--- src/rtl/regfile_wb_pkg.sv ---
// Shared constants for the register-file writeback arbiter: default widths,
// requester IDs and the "no grant" code.
package regfile_wb_pkg;

   localparam int unsigned DEF_DATA_WIDTH   = 32;
   localparam int unsigned DEF_ADDR_WIDTH   = 5;
   localparam int unsigned DEF_NUM_REQ      = 3;
   localparam int unsigned DEF_STARVE_LIMIT = 4;

   localparam int unsigned GNT_W = 2;
   typedef logic [GNT_W-1:0] gnt_id_t;

   localparam gnt_id_t REQ_ALU     = 2'd0;
   localparam gnt_id_t REQ_MULTDIV = 2'd1;
   localparam gnt_id_t REQ_LOADER  = 2'd2;
   localparam gnt_id_t GRANT_NONE  = 2'd3;

   // Width of an age counter that saturates at the given limit.
   function automatic int unsigned age_width(input int unsigned limit);
      return $clog2(limit + 1);
   endfunction

endpackage

--- src/rtl/wb_req_slot.sv ---
// One-entry writeback holding slot with a saturating age counter used by the
// arbiter to promote long-waiting entries.
module wb_req_slot
   import regfile_wb_pkg::*;
#(
   parameter int unsigned DATA_WIDTH   = DEF_DATA_WIDTH,
   parameter int unsigned ADDR_WIDTH   = DEF_ADDR_WIDTH,
   parameter int unsigned STARVE_LIMIT = DEF_STARVE_LIMIT
) (
   input  logic                  clock,
   input  logic                  ctrl_reset_n,
   input  logic                  i_valid,
   output logic                  o_ready,
   input  logic [ADDR_WIDTH-1:0] i_reg,
   input  logic [DATA_WIDTH-1:0] i_data,
   input  logic                  i_grant,
   output logic                  o_valid,
   output logic                  o_starved,
   output logic [ADDR_WIDTH-1:0] o_reg,
   output logic [DATA_WIDTH-1:0] o_data
);

   localparam int unsigned     AGE_W   = age_width(STARVE_LIMIT);
   localparam logic [AGE_W-1:0] AGE_MAX = AGE_W'(STARVE_LIMIT);

   logic                  r_valid;
   logic [AGE_W-1:0]      r_age;
   logic [ADDR_WIDTH-1:0] r_reg;
   logic [DATA_WIDTH-1:0] r_data;
   logic                  w_capture;

   // No bypass: a slot only accepts while empty, so capture and grant never collide.
   assign w_capture = i_valid & ~r_valid;

   always_ff @(posedge clock or negedge ctrl_reset_n) begin
      if (!ctrl_reset_n) begin
         r_valid <= 1'b0;
         r_age   <= '0;
         r_reg   <= '0;
         r_data  <= '0;
      end else if (w_capture) begin
         r_valid <= 1'b1;
         r_age   <= '0;
         r_reg   <= i_reg;
         r_data  <= i_data;
      end else if (r_valid) begin
         if (i_grant) begin
            r_valid <= 1'b0;
         end else if (r_age != AGE_MAX) begin
            r_age <= r_age + AGE_W'(1);
         end
      end
   end

   assign o_ready   = ~r_valid;
   assign o_valid   = r_valid;
   assign o_starved = r_valid && (r_age == AGE_MAX);
   assign o_reg     = r_reg;
   assign o_data    = r_data;

endmodule

--- src/rtl/regfile_wb_arbiter.sv ---
// Writeback arbiter for the single regfile write port, plus a busy-register
// scoreboard used by issue logic to stall on RAW hazards.
module regfile_wb_arbiter
   import regfile_wb_pkg::*;
#(
   parameter int unsigned DATA_WIDTH   = DEF_DATA_WIDTH,
   parameter int unsigned ADDR_WIDTH   = DEF_ADDR_WIDTH,
   parameter int unsigned NUM_REQ      = DEF_NUM_REQ,
   parameter int unsigned STARVE_LIMIT = DEF_STARVE_LIMIT
) (
   input  logic                            clock,
   input  logic                            ctrl_reset_n,
   input  logic [NUM_REQ-1:0]              req_valid,
   output logic [NUM_REQ-1:0]              req_ready,
   input  logic [NUM_REQ*ADDR_WIDTH-1:0]   req_reg,
   input  logic [NUM_REQ*DATA_WIDTH-1:0]   req_data,
   input  logic                            claim_valid,
   input  logic [ADDR_WIDTH-1:0]           claim_reg,
   input  logic [ADDR_WIDTH-1:0]           query_regA,
   input  logic [ADDR_WIDTH-1:0]           query_regB,
   output logic                            busy_A,
   output logic                            busy_B,
   output logic                            ctrl_writeEnable,
   output logic [ADDR_WIDTH-1:0]           ctrl_writeReg,
   output logic [DATA_WIDTH-1:0]           data_writeReg,
   output gnt_id_t                         grant_id
);

   localparam int unsigned NUM_REGS = 1 << ADDR_WIDTH;

   logic [NUM_REQ-1:0]    w_valid;
   logic [NUM_REQ-1:0]    w_starved;
   logic [NUM_REQ-1:0]    w_grant;
   logic [ADDR_WIDTH-1:0] w_reg  [NUM_REQ];
   logic [DATA_WIDTH-1:0] w_data [NUM_REQ];

   logic                  w_any_starved;
   logic                  w_gnt_vld;
   gnt_id_t               w_gnt_id;
   logic [ADDR_WIDTH-1:0] w_sel_reg;
   logic [DATA_WIDTH-1:0] w_sel_data;
   logic [NUM_REGS-1:0]   w_busy_nxt;

   logic                  r_we;
   logic [ADDR_WIDTH-1:0] r_wreg;
   logic [DATA_WIDTH-1:0] r_wdata;
   gnt_id_t               r_gid;
   logic [NUM_REGS-1:0]   r_busy;

   for (genvar g = 0; g < NUM_REQ; g++) begin : g_slot
      wb_req_slot #(
         .DATA_WIDTH   (DATA_WIDTH),
         .ADDR_WIDTH   (ADDR_WIDTH),
         .STARVE_LIMIT (STARVE_LIMIT)
      ) u_slot (
         .clock        (clock),
         .ctrl_reset_n (ctrl_reset_n),
         .i_valid      (req_valid[g]),
         .o_ready      (req_ready[g]),
         .i_reg        (req_reg[g*ADDR_WIDTH +: ADDR_WIDTH]),
         .i_data       (req_data[g*DATA_WIDTH +: DATA_WIDTH]),
         .i_grant      (w_grant[g]),
         .o_valid      (w_valid[g]),
         .o_starved    (w_starved[g]),
         .o_reg        (w_reg[g]),
         .o_data       (w_data[g])
      );
   end

   assign w_any_starved = |w_starved;

   // Starved entries outrank everything; within a class the lowest index wins.
   always_comb begin
      w_gnt_vld  = 1'b0;
      w_gnt_id   = GRANT_NONE;
      w_grant    = '0;
      w_sel_reg  = '0;
      w_sel_data = '0;
      for (int i = NUM_REQ - 1; i >= 0; i--) begin
         if (w_any_starved ? w_starved[i] : w_valid[i]) begin
            w_gnt_vld  = 1'b1;
            w_gnt_id   = GNT_W'(i);
            w_grant    = '0;
            w_grant[i] = 1'b1;
            w_sel_reg  = w_reg[i];
            w_sel_data = w_data[i];
         end
      end
   end

   // Grant clears the destination first so a same-edge claim of it sticks.
   always_comb begin
      w_busy_nxt = r_busy;
      if (w_gnt_vld) begin
         w_busy_nxt[w_sel_reg] = 1'b0;
      end
      if (claim_valid && (claim_reg != '0)) begin
         w_busy_nxt[claim_reg] = 1'b1;
      end
      w_busy_nxt[0] = 1'b0;
   end

   always_ff @(posedge clock or negedge ctrl_reset_n) begin
      if (!ctrl_reset_n) begin
         r_we    <= 1'b0;
         r_wreg  <= '0;
         r_wdata <= '0;
         r_gid   <= GRANT_NONE;
         r_busy  <= '0;
      end else begin
         r_busy <= w_busy_nxt;
         if (w_gnt_vld) begin
            r_we    <= (w_sel_reg != '0);
            r_wreg  <= w_sel_reg;
            r_wdata <= w_sel_data;
            r_gid   <= w_gnt_id;
         end else begin
            r_we  <= 1'b0;
            r_gid <= GRANT_NONE;
         end
      end
   end

   assign busy_A           = r_busy[query_regA];
   assign busy_B           = r_busy[query_regB];
   assign ctrl_writeEnable = r_we;
   assign ctrl_writeReg    = r_wreg;
   assign data_writeReg    = r_wdata;
   assign grant_id         = r_gid;

endmodule

--- config.mk ---
export PLATFORM = sky130hd
export DESIGN_NAME = regfile_wb_arbiter
export DESIGN_NICKNAME = d
export VERILOG_FILES = /design/src/rtl/regfile_wb_pkg.sv /design/src/rtl/wb_req_slot.sv /design/src/rtl/regfile_wb_arbiter.sv
export SDC_FILE = /design/constraint.sdc
export NUM_CORES = 1
export LEC_CHECK = 0
export ABC_AREA = 1
export CAP_MARGIN = 5
export CORE_ASPECT_RATIO = 0.9
export CORE_UTILIZATION = 35
export DETAILED_ROUTE_END_ITERATION = 16
export GPL_TIMING_DRIVEN = 0
export PLACE_DENSITY_LB_ADDON = 0.3
export SLEW_MARGIN = 5
export SYNTH_ARGS = -nofsm -noshare
export SYNTH_HDL_FRONTEND = slang
export SYNTH_SLANG_ARGS = --single-unit
--- constraint.sdc ---
create_clock -name clock -period 1.7 [get_ports clock]
set_input_delay 0.255 -clock clock [delete_from_list [all_inputs] [get_ports clock]]
set_output_delay 0.255 -clock clock [all_outputs]
set_load 0.02 [all_outputs]
==> results of run 1 <==
[report_power, final]
group | leakage [nW] | switching, mW | internal (mW)
combinational | 3.84 | 6.65 | 4.94
clock | 0.296 | 2.10 | 2.00
sequential | 2.37 | 1.34 | 6.58
[logic make-up after synthesis]
group | after synthesis | share of synthesized area (%)
AND/OR/NAND/NOR | 737 | 33.9
flip-flops | 194 | 54.8
AO/OA/AOI/OAI | 91 | 5.76
buffers and inverters | 90 | 4.58
adder cells (fa/ha/maj) | 6 | 0.847
XOR/XNOR | 1 | 0.0989
[metrics by stage]
stage	setup slack, ns	cell area [sq um]	hold WS (ns)	instances
after detailed placement	-1.14	11200	0.192	1633
after floorplan	-0.0346	8950	-0.0406	1119
final	-0.339	13200	0.291	1717
after global routing	-0.417	13200	0.323	1717
after CTS	-0.253	12600	0.304	1696
after global placement	-7.81	11100	0.458	1631
[worst paths after layout]
| path | from | endpoint | slack (ns) | depth (start not counted) |
|---|---|---|---|---|
| setup / recovery | g_slot[1].u_slot.r_age[1] | r_busy[13] | -0.34 | 14 |
| hold / removal | ctrl_reset_n | g_slot[1].u_slot.o_data[13] | 0.29 | 2 |
| setup reg to reg | g_slot[1].u_slot.r_age[1] | r_busy[13] | -0.34 | 14 |
| hold reg to reg | ctrl_writeReg[3] | ctrl_writeReg[3] | 0.47 | 2 |
| max in group asynchronous | ctrl_reset_n | grant_id[0] | 0.30 | 4 |
| min in group clock | req_data[7] | g_slot[0].u_slot.o_data[7] | 0.33 | 3 |
[metal layers]
metal  vias to the layer above  GRT usage [%]
li1                       4089              -
met4                         0           5.58
met3                        35           4.51
met1                      3985           29.5
met2                       284           34.6
met5                         -              0
[layout by cell type (no fill, tap or decap), types with 5 or more instances in the layout]
cell type	n
nor3_1	10
buf_8	7
nand2_2	21
dfrtp_1	191
nand2_1	558
buf_4	42
o21ai_0	29
nand3_4	13
nand2_4	17
clkbuf_16	22
clkbuf_2	13
nand3_2	21
clkbuf_4	6
clkbuf_1	5
o21ai_2	15
a21oi_1	8
nand3_1	13
inv_2	17
inv_8	7
clkdlybuf4s50_1	129
dlygate4sd2_1	16
dlymetal6s2s_1	24
buf_6	8
inv_1	23
nand4_1	33
o221ai_1	9
buf_12	9
clkinv_8	6
o21ai_1	20
nor2_1	30
nor2_4	10
[synth_stat cells (all sizes together) (3+ instances only)]
library cell  instances
a21oi                10
buf                  20
clkbuf               26
dfrtp               192
ha                    6
inv                  44
nand2               600
nand3                47
nand4                33
nor2                 41
nor3                 11
o211ai                3
o21ai                64
o221ai               10
or2                   4
[layout make-up]
class / count / area share, %
sequential: 194 / 36.9
multi-input combinational: 835 / 32.3
inverter: 44 / 1.48
clock inverter: 15 / 1.39
clock buffer: 17 / 3.23
timing repair buffer: 229 / 18.4
tap: 336 / 3.19
buffer: 46 / 3.01
timing repair inverter: 1 / 0.0855
[critical path: cells and delay by family, from the launching register on]
family / cells / cell delay (ns)
compound gates: 1 / 0.15
flops: 1 / 0.40
fa+ha+maj: 1 / 0.16
simple gates: 9 / 0.93
buf+inv: 3 / 0.26
[repair_timing]
| item | in CTS | in global routing |
|---|---|---|
| endpoints found under the hold margin | 51 | 0 |
| pin swaps | 34 | 31 |
| gates resized for setup | 204 | 110 |
| gates cloned | 2 | 6 |
| setup buffers | 28 | 15 |
| hold buffers | 1 | 0 |
| setup endpoints to repair | 176 | 169 |
==> flow_metrics.py, run 1 <==
metrics = {
    "clock_network": {
        "clock_latency_ns": 0.45,
        "cts_tree": "done",
        "clockBufferDepth": 2,
        "path_clk_slew_ns": 0.09,
        "cts_root_buf": "clkbuf_16",
        "cts_buffers": 17,
        "htreeDepth": 4,
        "clock_sinks": 194,
    },
    "timing": {
        "worstMarginPinSlew_ns": 1.12,
        "skew_ns": 0.0219,
        "fin_crit_sh_pct": 120,
        "fin_ws_ns": -0.339,
        "grt_setup_unrepaired": "true",
        "fin_crit_ns": 2.04,
        "finalHoldViolations": 0,
        "fmax_mhz": 490,
        "final_max_slew_viol_count": 0,
        "fin_tns_setup_ns": -20.63,
        "setup_violations": 83,
        "slew-limit-headroom_pct": 24.5,
    },
    "finish": {
        "post-route-util_pct": 53.7,
        "drive_gt1_share_pct": 19.6,
        "final_nets": 1506,
        "regArea_sq_um": 4860,
        "largest_reg_flops": 96,
        "diodes": 0,
        "multiInputGateArea_sq_um": 4250,
        "nFillCells": 2152,
        "area_growth_syn_to_layout_pct": 48.6,
    },
    "status": {
        "violations": "negative setup slack",
        "status": "finished, violations left",
    },
    "die": {
        "core_area_sq_um": 24500,
        "die_x_um": 170,
        "die-area_sq_um": 26000,
        "start_util_pct": 36.1,
        "num_rows": 54,
        "io_pins": 177,
        "die_h_um": 153,
    },
    "run": {
        "cap_viol_max_count": 0,
    },
    "detailed_routing": {
        "vias": 8393,
        "via_per_inst": 4.89,
        "routed.top_layer": "met4",
        "dr.pass1.iters": 5,
        "met2_length_mm": 13.4,
        "wl_per_cell_um": 16.4,
        "drt-total-wl_mm": 28.2,
        "m1WireLength_mm": 12.6,
        "final_antenna_net_count": 0,
        "wl_met3_mm": 1.79,
        "drcViolationCount": 0,
        "drtIter0Drc": 724,
    },
    "power_and_ir_drop": {
        "leakage_nw": 6.50,
        "p_total_mw": 23.6,
        "powerDensity_nw_per_um2": 1790,
        "irDropWorstVdd_mv": 0.784,
    },
    "yosys": {
        "synth_seq_cells": 194,
        "synth_area_sq_um": 8860,
        "postSynth.asyncResetShare_pct": 100,
        "ys_seq_area_share_pct": 54.8,
        "syn-mean-instance-area_sq_um": 7.92,
        "syn_inst": 1119,
        "ys_warn_count": 0,
        "synth_top_area_share_pct": 54.2,
        "synthesis.nets": 1257,
        "synth-edff-count": 0,
        "synthFlopType": "dfrtp_1",
        "synth_area_leaders": "dfrtp_1, nand2_1, o21ai_0, nand3_1, nand4_1",
        "yosysUniqueCellTypes": 34,
        "synth.largest_area_cell": "dfrtp_1",
    },
    "critical_path": {
        "worstSetupStartpointType": "flop",
        "crit_path_cell_trace": "inv_2, ha_4, nand3_4, nand3_4, nand2_4, nand2_8, inv_8, buf_12, nand2_8, nand2_4, nor2_4, nand2_4, o21ai_2, nand2_1",
        "critPathCaptureType": "flop",
        "cp_common_cell": "nand2_4",
        "worst-setup-path-type": "reg2reg",
        "critPathSlowestCell": "dfrtp_1",
        "path_max_fanout": 8,
        "critPathMaxStageDelay_ns": 0.40,
        "crit_required_ns": 2.02,
        "arrival_ns": 2.36,
    },
    "worst_hold_path": {
        "hold_class": "in2async",
    },
    "global_routing": {
        "gr-total-overflow": 0,
        "grt_pass1_vias": 8156,
        "antenna_found_initial": 0,
        "grt_max_degree": 74,
        "grt_pass1_wl_mm": 43.5,
        "grtUsageTotal_pct": 21.6,
    },
    "placement": {
        "port-buffer-count": 176,
        "gp_congestion": 0.880,
        "hpwl_mm": 18.8,
    },
}
Note: power is estimated with default switching activity, not from simulation.
==> run 2: changes to the inputs <==
--- a/config.mk
+++ b/config.mk
@@ -12,7 +12,7 @@
 export DETAILED_ROUTE_END_ITERATION = 16
 export GPL_TIMING_DRIVEN = 0
 export PLACE_DENSITY_LB_ADDON = 0.3
-export SLEW_MARGIN = 5
+export SETUP_SLACK_MARGIN = 0.05
 export SYNTH_ARGS = -nofsm -noshare
 export SYNTH_HDL_FRONTEND = slang
 export SYNTH_SLANG_ARGS = --single-unit
==> flow_metrics.py, run 2 (same netlist as run 1, synthesis figures left out) <==
metrics = {
    "clock_network": {
        "clock_latency_ns": 0.44,
        "clockBufferDepth": 2,
        "cts_root_buf": "clkbuf_16",
        "clock_sinks": 194,
        "cts_buffers": 17,
        "path_clk_slew_ns": 0.09,
        "htreeDepth": 4,
        "cts_tree": "done",
    },
    "detailed_routing": {
        "vias": 8547,
        "dr.pass1.iters": 6,
        "final_antenna_net_count": 0,
        "drcViolationCount": 0,
        "drtIter0Drc": 591,
        "wl_met3_mm": 1.69,
        "routed.top_layer": "met5",
        "wl_per_cell_um": 16.9,
        "via_per_inst": 4.96,
        "m1WireLength_mm": 12.9,
        "drt-total-wl_mm": 29.2,
        "met2_length_mm": 14.3,
    },
    "finish": {
        "drive_gt1_share_pct": 22.4,
        "final_common_cell": "nand2_1",
        "nFillCells": 2153,
        "area_growth_syn_to_layout_pct": 50.8,
        "final_nets": 1512,
        "largest_reg_flops": 96,
        "layout_common_cells": "nand2_1, dfrtp_1, clkdlybuf4s50_1, nand2_2",
    },
    "global_routing": {
        "grt_pass1_vias": 8054,
        "grtUsageTotal_pct": 21.2,
        "gr-total-overflow": 0,
        "grt_pass1_wl_mm": 42.7,
        "grt_max_degree": 113,
        "antenna_found_initial": 2,
    },
    "worst_hold_path": {
        "hold_class": "in2reg",
    },
    "critical_path": {
        "worst-setup-path-type": "reg2reg",
        "cp_common_cell": "nand3_4",
        "path_max_fanout": 6,
        "crit_required_ns": 2.02,
        "critPathSlowestCell": "dfrtp_1",
        "path_buf_inv": 3,
        "crit_path_cell_trace": "inv_2, ha_4, nand3_4, nand3_4, nand2_4, nand2_8, buf_8, buf_12, nand3_4, nand2_8, nand3_4, o21ai_2, nand2_1",
        "worstSetupStartpointType": "flop",
        "critPathMaxStageDelay_ns": 0.42,
        "arrival_ns": 2.40,
        "critPathCaptureType": "flop",
        "critPathTopFamily": "simple AND/OR/NAND/NOR gates",
        "regToRegSetupSlack_ns": -0.38,
    },
    "die": {
        "io_pins": 177,
        "num_rows": 54,
        "die-area_sq_um": 26000,
        "die_x_um": 170,
        "die_h_um": 153,
        "start_util_pct": 36.1,
        "core_area_sq_um": 24500,
    },
    "placement": {
        "gp_congestion": 0.862,
        "port-buffer-count": 176,
        "hpwl_mm": 18.7,
    },
    "timing": {
        "fin_crit_sh_pct": 122,
        "finalHoldViolations": 0,
        "fmax_mhz": 481,
        "final_max_slew_viol_count": 0,
        "worstMarginPinSlew_ns": 1.11,
        "setup_violations": 80,
        "grt_setup_unrepaired": "true",
        "slew-limit-headroom_pct": 25.4,
        "skew_ns": 0.00947,
        "timing.hold.ws_ns": 0.334,
        "fin_crit_ns": 2.08,
        "fin_ws_ns": -0.380,
    },
    "power_and_ir_drop": {
        "powerDensity_nw_per_um2": 1850,
        "p_total_mw": 24.7,
        "irDropWorstVdd_mv": 1.02,
        "leakage_nw": 6.35,
    },
    "run": {
        "cap_viol_max_count": 0,
    },
    "status": {
        "violations": "negative setup slack",
        "status": "finished, violations left",
    },
}
[run 2: cell count changes in the layout (fill, tap and decap cells not counted), sizes merged]
| cell | delta |
|---|---|
| dlygate4sd2 | +26 |
| dlymetal6s2s | -23 |
| buf | +9 |
| clkdlybuf4s50 | -3 |
| clkdlybuf4s15 | -2 |
| clkinv | -1 |
| diode | +1 |
[run 2: cell type report]
type,instances,area [sq um],area share (%)
antenna,1,2.50,0.0187
buffer,46,399,2.99
clock buffer,17,425,3.18
clock inverter,15,196,1.47
inverter,44,200,1.50
multi-input combinational,835,4440,33.2
sequential,194,4860,36.4
tap,336,420,3.15
timing repair buffer,236,2420,18.1
[run 2: per-layer routing]
metal	GRT usage, %	up-vias
met4	5.02	2
met2	34.4	297
met1	29.1	4112
li1	-	4102
met5	0	-
met3	4.09	34
[run 2: power breakdown]
group | switching [mW] | internal [mW] | leakage [nW]
Combinational | 7.17 | 5.39 | 3.68
Clock | 2.14 | 2.03 | 0.300
Sequential | 1.43 | 6.58 | 2.37
[run 2: tightest hold or removal path, stage by stage]
cell and delay (ns):
clkdlybuf4s50_1 0.39, nand2_1 0.06, nand2_1 0.04
[run 2: final timing paths]
path / from / end / cells after the start
worst max-delay path: g_slot[1].u_slot.r_age[0] / r_busy[28] / 13
max in group asynchronous: ctrl_reset_n / g_slot[0].u_slot.o_valid / 3
worst min-delay path: req_data[20] / g_slot[0].u_slot.o_data[20] / 3
min in group asynchronous: ctrl_reset_n / g_slot[0].u_slot.o_data[15] / 2
worst max register to register: g_slot[1].u_slot.r_age[0] / r_busy[28] / 13
worst min register to register: ctrl_writeReg[4] / ctrl_writeReg[4] / 2
[run 2: repair_timing]
action | in CTS | in global routing
setup endpoints to repair | 199 | 139
resized for setup | 167 | 198
hold buffers | 1 | 0
pin swaps | 20 | 59
cloned | 2 | 5
hold endpoints to repair | 82 | 0
setup buffers | 20 | 32
[run 2: through the flow]
step	std cells	utilization, %	area [sq um]	setup WS (ns)	setup TNS (ns)
global route	1723	54.5	13400	-0.454	-26.25
CTS	1687	50.1	12300	-0.304	-18.77
global placement	1631	45.6	11200	-7.87	-1569.04
finish	1724	54.5	13400	-0.380	-20.31
detailed placement	1632	45.7	11200	-1.17	-52.18
floorplan	1119	-	8990	-0.0300	-0.526
